$ cat config.mk
export PLATFORM = sky130hd
export DESIGN_NAME = sram_test_sequencer
export DESIGN_NICKNAME = d
export VERILOG_FILES = /design/src/rtl/sram_test_pkg.sv /design/src/rtl/sram_window_timer.sv /design/src/rtl/sram_test_sequencer.sv
export SDC_FILE = /design/constraint.sdc
export NUM_CORES = 1
export LEC_CHECK = 0
export BUFFER_PORTS_ARGS = -buffer_cell sky130_fd_sc_hd__buf_2
export CAP_MARGIN = 20
export CELL_PAD_IN_SITES_DETAIL_PLACEMENT = 1
export CELL_PAD_IN_SITES_GLOBAL_PLACEMENT = 2
export CORE_MARGIN = 10
export CORE_UTILIZATION = 37
export CTS_BUF_LIST = sky130_fd_sc_hd__clkbuf_16
export DETAILED_ROUTE_END_ITERATION = 10
export GPL_ROUTABILITY_DRIVEN = 0
export HOLD_SLACK_MARGIN = 0.1
export PLACE_DENSITY_LB_ADDON = 0.1
export SLEW_MARGIN = 20
export SYNTH_ARGS = -nofsm -noshare
export SYNTH_HDL_FRONTEND = slang
export SYNTH_HIERARCHICAL = 1
export SYNTH_SLANG_ARGS = --single-unit
$ cat constraint.sdc
create_clock -name clk -period 4.4 [get_ports clk]
set_input_delay 0.44 -clock clk [delete_from_list [all_inputs] [get_ports clk]]
set_output_delay 0.44 -clock clk [all_outputs]
set_load 0.005 [all_outputs]
$ cat src/rtl/sram_test_pkg.sv
// Shared definitions for the SRAM test sequencer and the SRAM R/W tester it drives.
package sram_test_pkg;

  localparam int unsigned pCYCLES_PER_ADDR = 12;
  localparam int unsigned pGAP_CYCLES      = 4;

  typedef enum logic [1:0] {
    StIdle = 2'd0,
    StRun  = 2'd1,
    StGap  = 2'd2,
    StDone = 2'd3
  } seq_state_e;

  function automatic logic [15:0] sat_inc16(input logic [15:0] v);
    return (v == 16'hFFFF) ? v : v + 16'd1;
  endfunction

endpackage

$ cat src/rtl/sram_window_timer.sv
// Loadable down-counter; holds at zero and flags it. Load takes priority over decrement.
module sram_window_timer #(
  parameter int unsigned Width = 25
) (
  input  logic             clk_i,
  input  logic             rst_i,
  input  logic             load_i,
  input  logic [Width-1:0] load_val_i,
  input  logic             en_i,
  output logic             zero_o
);

  logic [Width-1:0] count_d, count_q;

  always_comb begin
    count_d = count_q;
    if (load_i) begin
      count_d = load_val_i;
    end else if (en_i && (count_q != '0)) begin
      count_d = count_q - Width'(1);
    end
  end

  always_ff @(posedge clk_i or posedge rst_i) begin
    if (rst_i) begin
      count_q <= '0;
    end else begin
      count_q <= count_d;
    end
  end

  assign zero_o = (count_q == '0);

endmodule

$ cat src/rtl/sram_test_sequencer.sv
// Runs repeated fixed-length SRAM tester windows with active dropped between them and
// accumulates per-iteration verdicts into saturating host-readable counters.
module sram_test_sequencer import sram_test_pkg::*; #(
  parameter int unsigned pADDR_WIDTH      = 20,
  parameter int unsigned pCYCLES_PER_ADDR = sram_test_pkg::pCYCLES_PER_ADDR,
  parameter int unsigned pRUN_MARGIN      = 16,
  parameter int unsigned pGAP_CYCLES      = sram_test_pkg::pGAP_CYCLES
) (
  input  logic        clk,
  input  logic        reset,
  input  logic        I_start,
  input  logic        I_stop,
  input  logic [15:0] I_iterations,
  input  logic [7:0]  I_top_address,
  input  logic        I_pass,
  input  logic        I_fail,
  output logic        O_active,
  output logic [7:0]  O_top_address,
  output logic        O_busy,
  output logic        O_done,
  output logic [15:0] O_iter_count,
  output logic [15:0] O_fail_count,
  output logic [15:0] O_first_fail_iter,
  output logic        O_no_response
);

  localparam int unsigned CntW = pADDR_WIDTH + 5;

  // Last count of a run window: (top+1)*cycles + margin - 1, top 0 meaning the full array.
  function automatic logic [CntW-1:0] window_last(input logic [7:0] top);
    logic [63:0] top_eff;
    top_eff = (top == 8'd0) ? ((64'd1 << pADDR_WIDTH) - 64'd1) : {56'd0, top};
    return CntW'((top_eff + 64'd1) * 64'(pCYCLES_PER_ADDR) + 64'(pRUN_MARGIN) - 64'd1);
  endfunction

  seq_state_e  state_d, state_q;
  logic [15:0] iters_d, iters_q;
  logic [7:0]  top_d, top_q;
  logic [15:0] iter_count_d, iter_count_q;
  logic [15:0] fail_count_d, fail_count_q;
  logic [15:0] first_fail_d, first_fail_q;
  logic        no_resp_d, no_resp_q;
  logic        seen_pass_d, seen_pass_q;
  logic        seen_fail_d, seen_fail_q;
  logic        active_d, active_q;
  logic        busy_d, busy_q;
  logic        done_d, done_q;

  logic            timer_load, timer_en, timer_zero;
  logic [CntW-1:0] timer_val;
  logic            pass_now, fail_now;
  logic [15:0]     iter_new;

  sram_window_timer #(
    .Width (CntW)
  ) u_timer (
    .clk_i      (clk),
    .rst_i      (reset),
    .load_i     (timer_load),
    .load_val_i (timer_val),
    .en_i       (timer_en),
    .zero_o     (timer_zero)
  );

  always_comb begin
    state_d      = state_q;
    iters_d      = iters_q;
    top_d        = top_q;
    iter_count_d = iter_count_q;
    fail_count_d = fail_count_q;
    first_fail_d = first_fail_q;
    no_resp_d    = no_resp_q;
    seen_pass_d  = seen_pass_q;
    seen_fail_d  = seen_fail_q;
    timer_load   = 1'b0;
    timer_en     = 1'b0;
    timer_val    = window_last(top_q);
    pass_now     = seen_pass_q | I_pass;
    fail_now     = seen_fail_q | I_fail;
    iter_new     = sat_inc16(iter_count_q);

    unique case (state_q)
      StIdle, StDone: begin
        if (I_stop) begin
          state_d = StIdle;
        end else if (I_start) begin
          iters_d      = I_iterations;
          top_d        = I_top_address;
          iter_count_d = 16'd0;
          fail_count_d = 16'd0;
          first_fail_d = 16'hFFFF;
          no_resp_d    = 1'b0;
          seen_pass_d  = 1'b0;
          seen_fail_d  = 1'b0;
          timer_load   = 1'b1;
          timer_val    = window_last(I_top_address);
          state_d      = StRun;
        end
      end
      StRun: begin
        if (I_stop) begin
          seen_pass_d = 1'b0;
          seen_fail_d = 1'b0;
          state_d     = StIdle;
        end else if (timer_zero) begin
          // Last window cycle: this cycle's flags still count toward the verdict.
          iter_count_d = iter_new;
          if (fail_now) begin
            fail_count_d = sat_inc16(fail_count_q);
            if (first_fail_q == 16'hFFFF) first_fail_d = iter_count_q;
          end
          if (!pass_now && !fail_now) no_resp_d = 1'b1;
          seen_pass_d = 1'b0;
          seen_fail_d = 1'b0;
          if ((iters_q != 16'd0) && (iter_new == iters_q)) begin
            state_d = StDone;
          end else begin
            timer_load = 1'b1;
            timer_val  = CntW'(pGAP_CYCLES - 1);
            state_d    = StGap;
          end
        end else begin
          seen_pass_d = pass_now;
          seen_fail_d = fail_now;
          timer_en    = 1'b1;
        end
      end
      StGap: begin
        if (I_stop) begin
          state_d = StIdle;
        end else if (timer_zero) begin
          timer_load = 1'b1;
          state_d    = StRun;
        end else begin
          timer_en = 1'b1;
        end
      end
    endcase

    active_d = (state_d == StRun);
    busy_d   = (state_d == StRun) || (state_d == StGap);
    done_d   = (state_d == StDone);
  end

  always_ff @(posedge clk or posedge reset) begin
    if (reset) begin
      state_q      <= StIdle;
      iters_q      <= 16'd0;
      top_q        <= 8'd0;
      iter_count_q <= 16'd0;
      fail_count_q <= 16'd0;
      first_fail_q <= 16'hFFFF;
      no_resp_q    <= 1'b0;
      seen_pass_q  <= 1'b0;
      seen_fail_q  <= 1'b0;
      active_q     <= 1'b0;
      busy_q       <= 1'b0;
      done_q       <= 1'b0;
    end else begin
      state_q      <= state_d;
      iters_q      <= iters_d;
      top_q        <= top_d;
      iter_count_q <= iter_count_d;
      fail_count_q <= fail_count_d;
      first_fail_q <= first_fail_d;
      no_resp_q    <= no_resp_d;
      seen_pass_q  <= seen_pass_d;
      seen_fail_q  <= seen_fail_d;
      active_q     <= active_d;
      busy_q       <= busy_d;
      done_q       <= done_d;
    end
  end

  assign O_active          = active_q;
  assign O_top_address     = top_q;
  assign O_busy            = busy_q;
  assign O_done            = done_q;
  assign O_iter_count      = iter_count_q;
  assign O_fail_count      = fail_count_q;
  assign O_first_fail_iter = first_fail_q;
  assign O_no_response     = no_resp_q;

endmodule

## After elaboration in Yosys (flattened, before gate mapping)

Cells that the tools add are included.

- Bits in registers: 105
- Output and inout bits: 60
- Word-level logic and storage cells: 126

- Add/subtract/negate cells: 9
- Multiply operators: 2
- Equality and inequality tests: 18
- Muxes and demuxes: 59
- Bitwise logic cells: 3
- Reductions and logical operators: 22

Operator list:

| operator | count |
|---|---|
| 2-to-1 mux 16 bit | 15 |
| 2-to-1 mux 25 bit | 7 |
| case mux 16 bit (2 select lines) | 3 |
| subtractor 25 x 1 -> 25 bit, second input constant | 3 |
| adder 25 x 5 -> 25 bit, second input constant | 2 |
| case mux 25 bit (2 select lines) | 1 |
| == test 16 bit, second input constant | 3 |
| multiplier 21 x 2 -> 23 bit, second input constant | 2 |
| adder 20 x 1 -> 21 bit, second input constant | 2 |
| 2-to-1 mux 20 bit | 2 |
| adder 16 x 1 -> 16 bit, second input constant | 2 |
| zero test 25 bit | 1 |
| nonzero test 25 bit | 1 |
| 2-to-1 mux 1 bit | 20 |
| == test 16 bit | 1 |
| zero test 8 bit | 2 |
| != test 2 bit, second input constant | 8 |
| nonzero test 16 bit | 1 |
| AND reduction 7 bit | 2 |
| 2-to-1 mux 2 bit | 6 |
| == test 2 bit, second input constant | 4 |
| case mux 1 bit (2 select lines) | 3 |
| case mux 2 bit (3 select lines) | 1 |
| AND reduction 3 bit | 2 |
| 12 further kinds | 19 |

## Depth between registers and ports, before layout

Gate-level depths: netlist of run 1.

- Depth in word-level cells: 11
- Mapped depth: 22
- Mapped depth without buffers: 20

## Cells and area by module

The synthesis of run 1 kept the hierarchy.

By module, submodules not included:

| module | instances | cells an instance | area an instance (µm²) |
|---|---|---|---|
| sram_test_sequencer | 1 | 918 | 7659.8 |
| sram_window_timer | 1 | 178 | 1596.5 |

## Least setup slack after synthesis of run 1

OpenSTA, ideal clock, no wires.

- Kind: input -> register
- From: input port I_top_address[0]
- To: register u_timer.count_q[13]
- Library setup time: 125 ps
- Arrival: 4172 ps
- Required time: 4275 ps
- Setup slack: 104 ps
- Cell stages on the path: 18
- Path buffers: 2
- Path through: inv_1 > ha_1 > or4b_1 > or4_1 > buf_4 > inv_2 > a41oi_1 > ha_1 > inv_1 > ha_1 > clkbuf_1 > a21oi_1 > or4b_2 > nand3_1 > nor4_4 > xnor2_1 > o22ai_2 > mux2_2

- Word-level cells in the longest chain between the ends: 10

RTL lines:

| element | RTL line | text |
|---|---|---|
| from (decl) | sram_test_sequencer.sv:14 | `input logic [7:0] I_top_address,` |
| zero test 8 bit | sram_test_sequencer.sv:32 | `top_eff = (top == 8'd0) ? ((64'd1 << pADDR_WIDTH) - 64'd1) : {56'd0, top};` |
| 2-to-1 mux 20 bit (*) | sram_test_sequencer.sv:32 |  |
| adder 20 x 1 -> 21 bit (*) | sram_test_sequencer.sv:33 | `return CntW'((top_eff + 64'd1) * 64'(pCYCLES_PER_ADDR) + 64'(pRUN_MARGIN) - 64'd1);` |
| multiplier 21 x 2 -> 23 bit (*) | sram_test_sequencer.sv:33 |  |
| adder 25 x 5 -> 25 bit (*) | sram_test_sequencer.sv:33 |  |
| subtractor 25 x 1 -> 25 bit (*) | sram_test_sequencer.sv:33 |  |
| 2-to-1 mux 25 bit (*) | sram_test_sequencer.sv:86 | `end else if (I_start) begin` |
| 2-to-1 mux 25 bit (*) | sram_test_sequencer.sv:84 | `if (I_stop) begin` |
| case mux 25 bit (2 select lines) (*) | sram_test_sequencer.sv:82 | `unique case (state_q)` |
| named net timer_val[13] | sram_test_sequencer.sv:50 | `logic [CntW-1:0] timer_val;` |
| 2-to-1 mux 25 bit (*) | sram_window_timer.sv:17 | `if (load_i) begin` |
| to (signal assigned) | sram_window_timer.sv:28 | `count_q <= count_d;` |
| to (decl) | sram_window_timer.sv:13 | `logic [Width-1:0] count_d, count_q;` |

Mark *: on every way through the listed nets, which the timed path passes. The rest lies on a longest branch.
A chain may end at the register's enable or synchronous reset.

## Worst setup path after layout of run 1

- From: register top_q[0] (netlist: O_top_address[0])
- To: register u_timer.count_q[13]

- Word-level cells in the longest chain between the ends: 11
- Elaborated cells on any way between the ends: 13
- Classes of those cells: 3 x add/sub; 1 x mul; 8 x mux; 1 x reduce/logical

RTL lines:

| element | RTL line | text |
|---|---|---|
| from (decl) | sram_test_sequencer.sv:38 | `logic [7:0] top_d, top_q;` |
| from (signal assigned) | sram_test_sequencer.sv:162 | `top_q <= top_d;` |
| zero test 8 bit | sram_test_sequencer.sv:32 |  |
| 2-to-1 mux 20 bit (*) | sram_test_sequencer.sv:32 |  |
| adder 20 x 1 -> 21 bit (*) | sram_test_sequencer.sv:33 |  |
| multiplier 21 x 2 -> 23 bit (*) | sram_test_sequencer.sv:33 |  |
| adder 25 x 5 -> 25 bit (*) | sram_test_sequencer.sv:33 |  |
| subtractor 25 x 1 -> 25 bit (*) | sram_test_sequencer.sv:33 |  |
| 2-to-1 mux 25 bit | sram_test_sequencer.sv:115 | `if ((iters_q != 16'd0) && (iter_new == iters_q)) begin` |
| 2-to-1 mux 25 bit | sram_test_sequencer.sv:105 | `end else if (timer_zero) begin` |
| 2-to-1 mux 25 bit | sram_test_sequencer.sv:101 | `if (I_stop) begin` |
| case mux 25 bit (2 select lines) (*) | sram_test_sequencer.sv:82 |  |
| named net timer_val[13] | sram_test_sequencer.sv:50 |  |
| 2-to-1 mux 25 bit (*) | sram_window_timer.sv:17 |  |

Marked as above.

==> metrics.txt, run 1 <==
CTS clk-pin slew, worst paths around 0.080 ns; final worst-path cycle share between 90% and 100%; Site Rows 57; synthesized flop and latch total roughly 110; status completed; post-synthesis average cell area approximately 8.4 um^2; ratio of cells with drive above 1 in the final layout about a fifth; Setup WS post-layout 0.279 ns; final WL about 30000 um; First-pass DRT Iterations 4; Iter 0 DRT Violations around 480; core region area around 24000 um^2; post-layout minimum cycle time ~4.1 ns; EDFF count, synth 0; Post-Syn Area roughly 9300 um^2; synthesized instance count between 1000 and 1500; hpwl dp about 23000 um; GRT Total Usage between 10% and 20%; final hold violation count 0; die height 178 um; fillers approximately 3000; num ports 90; Critical Path Source Type flop; Fmax achieved between 200 and 250 MHz; vias in the first global route ~9000; Max VDD drop between 200 and 250 uV; Clock Skews between 0.01 and 0.015 ns; clock sink count around 110; Max Transition Viols Final 0; post-synth top area share around a quarter; PD cells around 370 nW/um^2; first-pass GRT wire length 48500 um; sequential area share after synthesis between 20% and 30%; ANT nets after route 0; critical path arrival 4.43 ns; via count ~8700; Initial Util 37.8%; CP endpoint kind flop; total global routing overflow 0; die width about 180 um; CTS Buf Count 9; initial antenna violation count 1; clock tree from TritonCTS built; H-Tree Depth 3; worst skew pair latency between 0.3 and 0.4 ns; Placement Setup Slack 0.0819 ns; final setup TNS 0 ns; drt drc 0; drt wl/cell 18.9 um; LEAKAGE 4.68 nW; port buffer count about 90; Vias per Instance between 5 and 6; Max-slew headroom around half; synth warn 6; clk buf depth 2; CTS Root Buffer Type clkbuf_16; nets@finish ~1300; RSZ-0062 raised after global routing no; CP required approximately 4.7 ns; crit-path max FO 5; Main synth FF type dfrtp_1; asr flop ratio synth between 90% and 100%; worst min path class primary input to flop; Max-Cap Viols 0; Worst Setup Path Type flop to flop; Die Area roughly 32000 um^2; Area Growth Syn to Fin 16.7%; largest net degree at the start of global routing 50; cell taking the most area after synthesis dfrtp_1; Final Setup Violations 0; worst slew pin tran between 0.7 and 0.8 ns; ranking of synthesized cells by area dfrtp_1 (24%), ha_1 (7.2%), xnor2_1 (5.5%); Yosys cell types 92
-- what timing repair did --
item                                    in CTS  in global routing
endpoints found under the hold margin        0                  7
hold buffers                                 0                  1
setup buffers                                0                  2
endpoints found under the setup margin       0                  9
gates resized for setup                      0                  2
-- report_power, final --
part | internal (mW) | switching (mW) | leakage, nW
Combinational | 0.750 | 0.986 | 3.22
Sequential | 1.16 | 0.221 | 1.31
Clock | 0.455 | 0.418 | 0.153
-- metrics by stage --
stage / hold slack, ns / cell area (um^2) / total power, mW / std cells / util (%)
6_report: 0.300 / 10800 / 3.99 / 1576 / 44.1
5_1_grt: 0.301 / 10800 / 4.30 / 1576 / 44.1
4_1_cts: 0.144 / 10700 / 3.98 / 1571 / 43.9
3_5_place_dp: 0.494 / 10400 / 3.08 / 1555 / 42.6
3_3_place_gp: 0.480 / 10400 / 3.06 / 1555 / 42.6
2_1_floorplan: 0.463 / 9400 / 2.58 / 1135 / -
-- path summary, 6_finish.rpt --
path,slack (ns),startpoint,to,cells past startpoint
min,0.30,I_iterations[13],iters_q[13],2
max,0.28,O_top_address[0],u_timer/count_q[13],14
min reg2reg,0.50,O_first_fail_iter[12],O_first_fail_iter[12],2
max reg2reg,0.28,O_top_address[0],u_timer/count_q[13],14
min in group asynchronous,0.58,reset,u_timer/count_q[1],3
max in group asynchronous,2.66,reset,O_top_address[7],4
-- critical path, cell delays in order, from the launching register on --
cell,delay (ns)
dfrtp_1,0.38
inv_1,0.09
ha_1,0.18
or4b_1,0.52
nor2_1,0.17
nor2_1,0.10
ha_1,0.38
nand3_1,0.14
o22ai_1,0.33
a2bb2oi_1,0.37
nand4b_1,0.36
nor4b_2,0.53
xor2_1,0.14
o22ai_2,0.15
mux2_2,0.19
-- state kept, by name, summed over array words and instances (netlist names) --
signal             flops
O_first_fail_iter     16
seen_pass_q            1
seen_fail_q            1
O_active               1
u_timer/count_q       25
O_iter_count          16
O_top_address          8
O_busy                 1
O_fail_count          16
state_q                2
iters_q               16
O_done                 1
O_no_response          1
-- placed cells by master, fill, tap and decap left out, types with 11 or more instances in the layout --
cell type  synthesis  layout
or3_1             14      14
a31oi_1           25      25
xor2_1            52      52
o22ai_1           16      16
a21o_1            11      11
nor2_1            92      91
dfrtp_1           89      89
inv_1             56      54
buf_4              1      46
a21oi_1           58      58
and3_1            12      12
conb_1             2      41
nand3_1           40      40
buf_2              5      89
nand4_1           26      26
o21ai_0           58      58
nor2b_1           17      17
dfstp_2           16      16
ha_1              53      53
nand2_1          102     102
nor3_1            20      20
xnor2_1           58      58
o211ai_1          16      16
mux2_2            29      29
mux2i_1           11      11
-- kinds of logic after synthesis --
family,synth area share (%)
and+or+nand+nor,24.8
DFF,28.6
AOI/OAI and AO/OA,19.7
buffers and inverters,4.04
other,0.0811
muxes,4.72
xor gates and xnor gates,10.4
adders and majority gates,7.60
-- cell type report --
cell class                 count  area, um^2  share of cell area, %
clock buffer                   9         225                   2.09
timing repair buffer         137         828                   7.67
multi-input combinational    935        6380                   59.1
inverter                      58         220                   2.04
sequential                   105        2650                   24.5
clock inverter                 7        85.1                  0.788
tap                          324         405                   3.75
antenna                        1        2.50                 0.0232
-- cells in the mapped netlist (7+ instances only) --
| cell type | instances |
|---|---|
| a21oi_1 | 58 |
| o22ai_1 | 16 |
| nor3_1 | 20 |
| a21o_1 | 11 |
| nor2b_1 | 17 |
| nand4_1 | 26 |
| nor4_1 | 9 |
| nand2b_1 | 9 |
| ha_1 | 53 |
| mux2i_1 | 11 |
| and2_1 | 8 |
| o211ai_1 | 16 |
| nand3_1 | 40 |
| nand2_1 | 102 |
| mux2_2 | 29 |
| xnor2_1 | 58 |
| and4_1 | 9 |
| clkbuf_1 | 28 |
| o22ai_2 | 7 |
| a31oi_1 | 25 |
| or4_1 | 9 |
| inv_1 | 56 |
| o21ai_0 | 58 |
| and3_1 | 12 |
| dfstp_2 | 16 |
| xor2_1 | 52 |
| or3_1 | 14 |
| dfrtp_1 | 89 |
| nor2_1 | 92 |
-- per-layer routing --
metal	share of wire (%)	wire, um	vias to the layer above	global-route usage, %
met1	45	13300	4303	23.1
met5	0	0	-	0
met2	50	14900	115	33.9
met4	1.8	531	0	5.75
li1	-	-	4279	-
met3	3.2	953	22	1.78
Power figures use the tool's default switching activity.
==> run 2: changes to the inputs <==
--- a/config.mk
+++ b/config.mk
@@ -7,7 +7,8 @@
 export LEC_CHECK = 0
 export BUFFER_PORTS_ARGS = -buffer_cell sky130_fd_sc_hd__buf_2
-export CAP_MARGIN = 20
+export CAP_MARGIN = 10
 export CELL_PAD_IN_SITES_DETAIL_PLACEMENT = 1
 export CELL_PAD_IN_SITES_GLOBAL_PLACEMENT = 2
+export CORE_ASPECT_RATIO = 1.4
 export CORE_MARGIN = 10
 export CORE_UTILIZATION = 37
==> constraint.sdc (replaced) <==
create_clock -name clk -period 4.4 [get_ports clk]
set_input_delay 0.22 -clock clk [delete_from_list [all_inputs] [get_ports clk]]
set_output_delay 0.22 -clock clk [all_outputs]
set_load 0.005 [all_outputs]
==> metrics.txt, run 2 (synthesis gave the netlist of run 1 again) <==
Area Growth Syn to Fin 17.4%; crit-path max FO 14; Top reg by flops u_timer/count_q; PD cells ~360 nW/um^2; Power Internal 2.29 mW; final setup TNS 0 ns; via count between 8000 and 9000; die width about 150 um; status completed; CTS clk-pin slew, worst paths approximately 0.070 ns; Vias per Instance around 5.5; worst skew pair latency around 0.36 ns; final WL ~30000 um; Flop pwr share about 36%; Worst Setup Path Type flop to flop; final worst-path cycle share between 90 and 100%; CP endpoint kind flop; First-pass DRT Iterations 4; critical path arrival 4.51 ns; initial antenna violation count 0; Fmax achieved between 200 and 250 MHz; combinational power share 44.7%; total global routing overflow 0; CTS Buf Count 9; commonest non-fill, non-tap cell in the layout nand2_1; port buffer count slightly below 90; vias in the first global route 9189; power share of the clock group 19.4%; Max Transition Viols Final 0; Initial Util a little under two fifths; number of flip-flops in the largest register 25; FF/Latch Area 2650 um^2; Critical Path Source Type flop; Site Rows slightly below 70; nets@finish roughly 1300; cell count after placement 1543; clock tree from TritonCTS built; area of the multi-input gates approximately 6400 um^2; clk buf depth 2; Die Area between 30000 and 40000 um^2; H-Tree Depth 3; hpwl dp ~24000 um; Max-Cap Viols 0; ratio of cells with drive above 1 in the final layout 18.7%; Clock Skews 0.0119 ns; non-filler cells, final between 1500 and 2000; Iter 0 DRT Violations 303; most frequent cells in the layout nand2_1 (102), nor2_1 (91), dfrtp_1 (89), buf_2 (89), inv_1 (59); largest net degree at the start of global routing 42; drt wl/cell roughly 19 um; placed cell area a little over 10000 um^2; CP required around 4.7 ns; Antenna diodes 0; clock sink count between 100 and 150; post-route cell area between 10000 and 15000 um^2; worst slew pin tran 0.740 ns; RSZ-0062 raised after global routing no; first-pass GRT wire length approximately 50000 um; ANT nets after route 0; Net Switching 1.58 mW; CTS Root Buffer Type clkbuf_16; num ports 90; Final Setup Violations 0; LEAKAGE 4.72 nW; Max-slew headroom between 50% and 60%; sw frac between 40% and 50%; final hold violation count 0; GRT Total Usage about a fifth; post-layout minimum cycle time ~4.2 ns; drt drc 0; worst min path class primary input to flop; die height between 200 and 250 um; core region area 24700 um^2; Max VDD drop 240 uV; fillers 3005
## run 2: stage by stage
step	worst slack (ns)	utilization (%)	hold slack [ns]	total power, mW
after detailed placement	0.111	42.1	0.369	3.10
after CTS	0.141	43.9	0.123	3.88
after global placement	0.181	42.1	0.368	3.05
final	0.164	44.0	0.129	3.87
after global routing	0.0339	44.0	0.153	4.19
after floorplan	0.324	-	0.247	2.58
## run 2: cell type report
type	instances	area share [%]
Multi-Input combinational cell	935	58.8
Inverter	58	2.04
Clock buffer	9	2.07
Timing Repair Buffer	151	8.80
Tap cell	315	3.63
Clock inverter	7	0.288
Sequential cell	105	24.4
## run 2: worst max-delay path, stage by stage, from the launching register on
cell and delay (ns):
dfrtp_1 0.36, ha_1 0.21, buf_4 0.15, and2_1 0.24, nand4_1 0.25, nor2b_1 0.21
a2111oi_0 0.53, o2111ai_1 0.22, or4_4 0.49, nor3_4 0.24, o21bai_1 0.09, a32o_1 0.48
or4_1 0.59, o211ai_1 0.10
## run 2: worst paths after layout
kind | startpoint | endpoint | slack (ns) | cells after the start
max reg2reg | O_iter_count[0] | u_timer/count_q[22] | 0.16 | 13
max | O_iter_count[0] | u_timer/count_q[22] | 0.16 | 13
min reg2reg | seen_fail_q | seen_fail_q | 0.50 | 2
max in group asynchronous | reset | O_first_fail_iter[0] | 2.84 | 4
min in group asynchronous | reset | u_timer/count_q[20] | 0.48 | 3
min | I_pass | seen_pass_q | 0.13 | 3
## run 2: metal layers
layer / GRT usage [%] / routed length [um] / vias up / part of all wire, %
met5: 0 / 0 / - / 0
met4: 5.54 / 639 / 0 / 2.1
met3: 2.45 / 709 / 26 / 2.4
met2: 36.3 / 16800 / 90 / 56
met1: 20.3 / 11900 / 4276 / 40
li1: - / - / 4303 / -
## run 2: power by group through the flow
stage                     clock [mW]  combinational (mW)  sequential (mW)
after global routing           0.815                1.95             1.42
final                          0.753                1.73             1.39
after CTS                      0.781                1.71             1.39
after detailed placement           0                1.69             1.40
after global placement             0                1.66             1.39
after floorplan                    0                1.22             1.35
## run 2: what timing repair did
action	in CTS	in global routing
resized for setup	0	2
hold buffers	18	0
buffers inserted	0	3
endpoints found under the hold margin	48	0
endpoints found under the setup margin	0	7
==> run 3: changes to the inputs <==
Settings changed: GPL_TIMING_DRIVEN set to 0.
==> metrics.txt, run 3 (synthesis gave the netlist of run 1 again) <==
H-Tree Depth 3; ratio of cells with drive above 1 in the final layout between 10% and 20%; crit-path max FO 10; combinational power share a little over two fifths; Vias per Instance roughly 5.6; PD cells 366 nW/um^2; CP endpoint kind flop; Top reg by flops u_timer/count_q; Max VDD drop 204 uV; final hold violation count 0; total global routing overflow 0; CP required 4.66 ns; via count ~8900; Setup WS post-layout 0.176 ns; port buffer count around 90; met2 usage between 30 and 40%; non-filler cells, final 1582; Max Transition Viols Final 0; Fmax achieved approximately 240 MHz; ANT nets after route 0; nets@finish roughly 1300; CTS Root Buffer Type clkbuf_16; first-pass GRT wire length about 50000 um; CTS clk-pin slew, worst paths 0.08 ns; Power Internal about 2.4 mW; commonest non-fill, non-tap cell in the layout nand2_1; Flop pwr share a little over a third; vias in the first global route 9428; Worst Setup Path Type primary input to flop; die height 207 um; cell count after placement between 1500 and 2000; drt wl/cell roughly 20 um; sw frac roughly 40%; Critical Path Source Type primary input; First-pass DRT Iterations 4; RSZ-0062 raised after global routing yes; Placement Setup Slack -0.731 ns; Max-slew headroom a little over two fifths; fillers 3024; num ports 90; clock tree from TritonCTS built; drt drc 0; status completed; Site Rows between 60 and 70; core region area 24700 um^2; hpwl dp roughly 25000 um; post-layout minimum cycle time approximately 4.2 ns; number of flip-flops in the largest register 25; power share of the clock group a little over a fifth; critical path arrival 4.48 ns; Antenna diodes 0; worst skew pair latency around 0.37 ns; clk buf depth 2; CTS Buf Count 9; Clock Skews 0.0102 ns; met1 usage slightly above 20%; routing usage on met3 under 10%; Initial Util 37.5%; largest net degree at the start of global routing between 50 and 60; worst slew pin tran roughly 0.85 ns; Iter 0 DRT Violations 307; final WL between 30000 and 40000 um; Net Switching roughly 1.7 mW; Final Setup Violations 0; Max-Cap Viols 0; clock sink count 105; worst min path class primary input to flop; die width around 150 um; gr busiest metal met2; Die Area 31800 um^2; final worst-path cycle share a little over nine tenths; most frequent cells in the layout nand2_1 (102), buf_2 (95), nor2_1 (90), dfrtp_1 (85), o21ai_0 (58); initial antenna violation count 0; GRT Total Usage 19.4%; LEAKAGE approximately 4.7 nW; Area Growth Syn to Fin 18.6%
## run 3: path summary, 6_finish.rpt
check / slack [ns] / to / depth (start not counted) / startpoint
max: 0.18 / u_timer/count_q[13] / 19 / I_top_address[0]
min: 0.16 / O_top_address[3] / 2 / I_top_address[3]
max reg2reg: 0.21 / u_timer/count_q[19] / 15 / O_iter_count[1]
min reg2reg: 0.50 / O_first_fail_iter[0] / 2 / O_first_fail_iter[0]
max in group asynchronous: 3.35 / O_first_fail_iter[2] / 4 / reset
min in group asynchronous: 0.39 / iters_q[15] / 3 / reset
## run 3: layout make-up
class	instances	area, um^2	area share (%)
clock buffer	9	225	2.05
sequential	105	2650	24.2
clock inverter	7	77.6	0.707
multi-input combinational	935	6520	59.4
inverter	58	223	2.03
timing repair buffer	117	723	6.59
buffer	36	163	1.48
tap	315	394	3.59
## run 3: metal layers
metal  up-vias  routed length, um  part of all wire (%)
met3        39                745                   2.4
met5         -                  0                     0
met2       127              17500                    56
met1      4414              12200                    39
met4         0                926                   3.0
li1       4309                  -                     -
## run 3: timing repair
action | 4_1_cts | 5_1_grt
hold endpoints to repair | 41 | 0
cloned | 0 | 0
resized for setup | 18 | 23
hold buffers | 19 | 0
pin swaps | 2 | 5
setup endpoints to repair | 25 | 25
buffers inserted | 3 | 5
## run 3: worst max-delay path: stages
cell and delay, ns:
buf_2 0.14, inv_1 0.11, ha_1 0.15, or4b_1 0.42, or4_1 0.41, buf_4 0.19, inv_2 0.16, a41oi_1 0.07
ha_1 0.29, inv_1 0.05, ha_1 0.28, clkbuf_1 0.23, a21oi_2 0.22, or4b_2 0.61, nand3_2 0.18, nor4_4 0.08
xnor2_2 0.23, o22ai_2 0.13, mux2_2 0.30
## run 3: metrics by stage
step	total power, mW	hold WS [ns]	TNS [ns]	util (%)	cell area, um^2
2_1_floorplan	2.58	0.247	0	-	9400
3_3_place_gp	3.02	0.452	-10.85	41.5	10200
3_5_place_dp	3.06	0.242	-11.03	41.6	10300
4_1_cts	3.97	0.147	0	44.0	10800
5_1_grt	4.31	0.151	-0.0718	44.5	11000
6_report	4.01	0.160	0	44.5	11000
## run 3: power groups by stage
stage                     Clock [mW]  Sequential (mW)  Combinational [mW]
after detailed placement           0             1.41                1.65
after CTS                      0.877             1.39                1.71
after global placement             0             1.40                1.62
after global routing           0.914             1.43                1.97
final                          0.851             1.40                1.77
after floorplan                    0             1.35                1.22
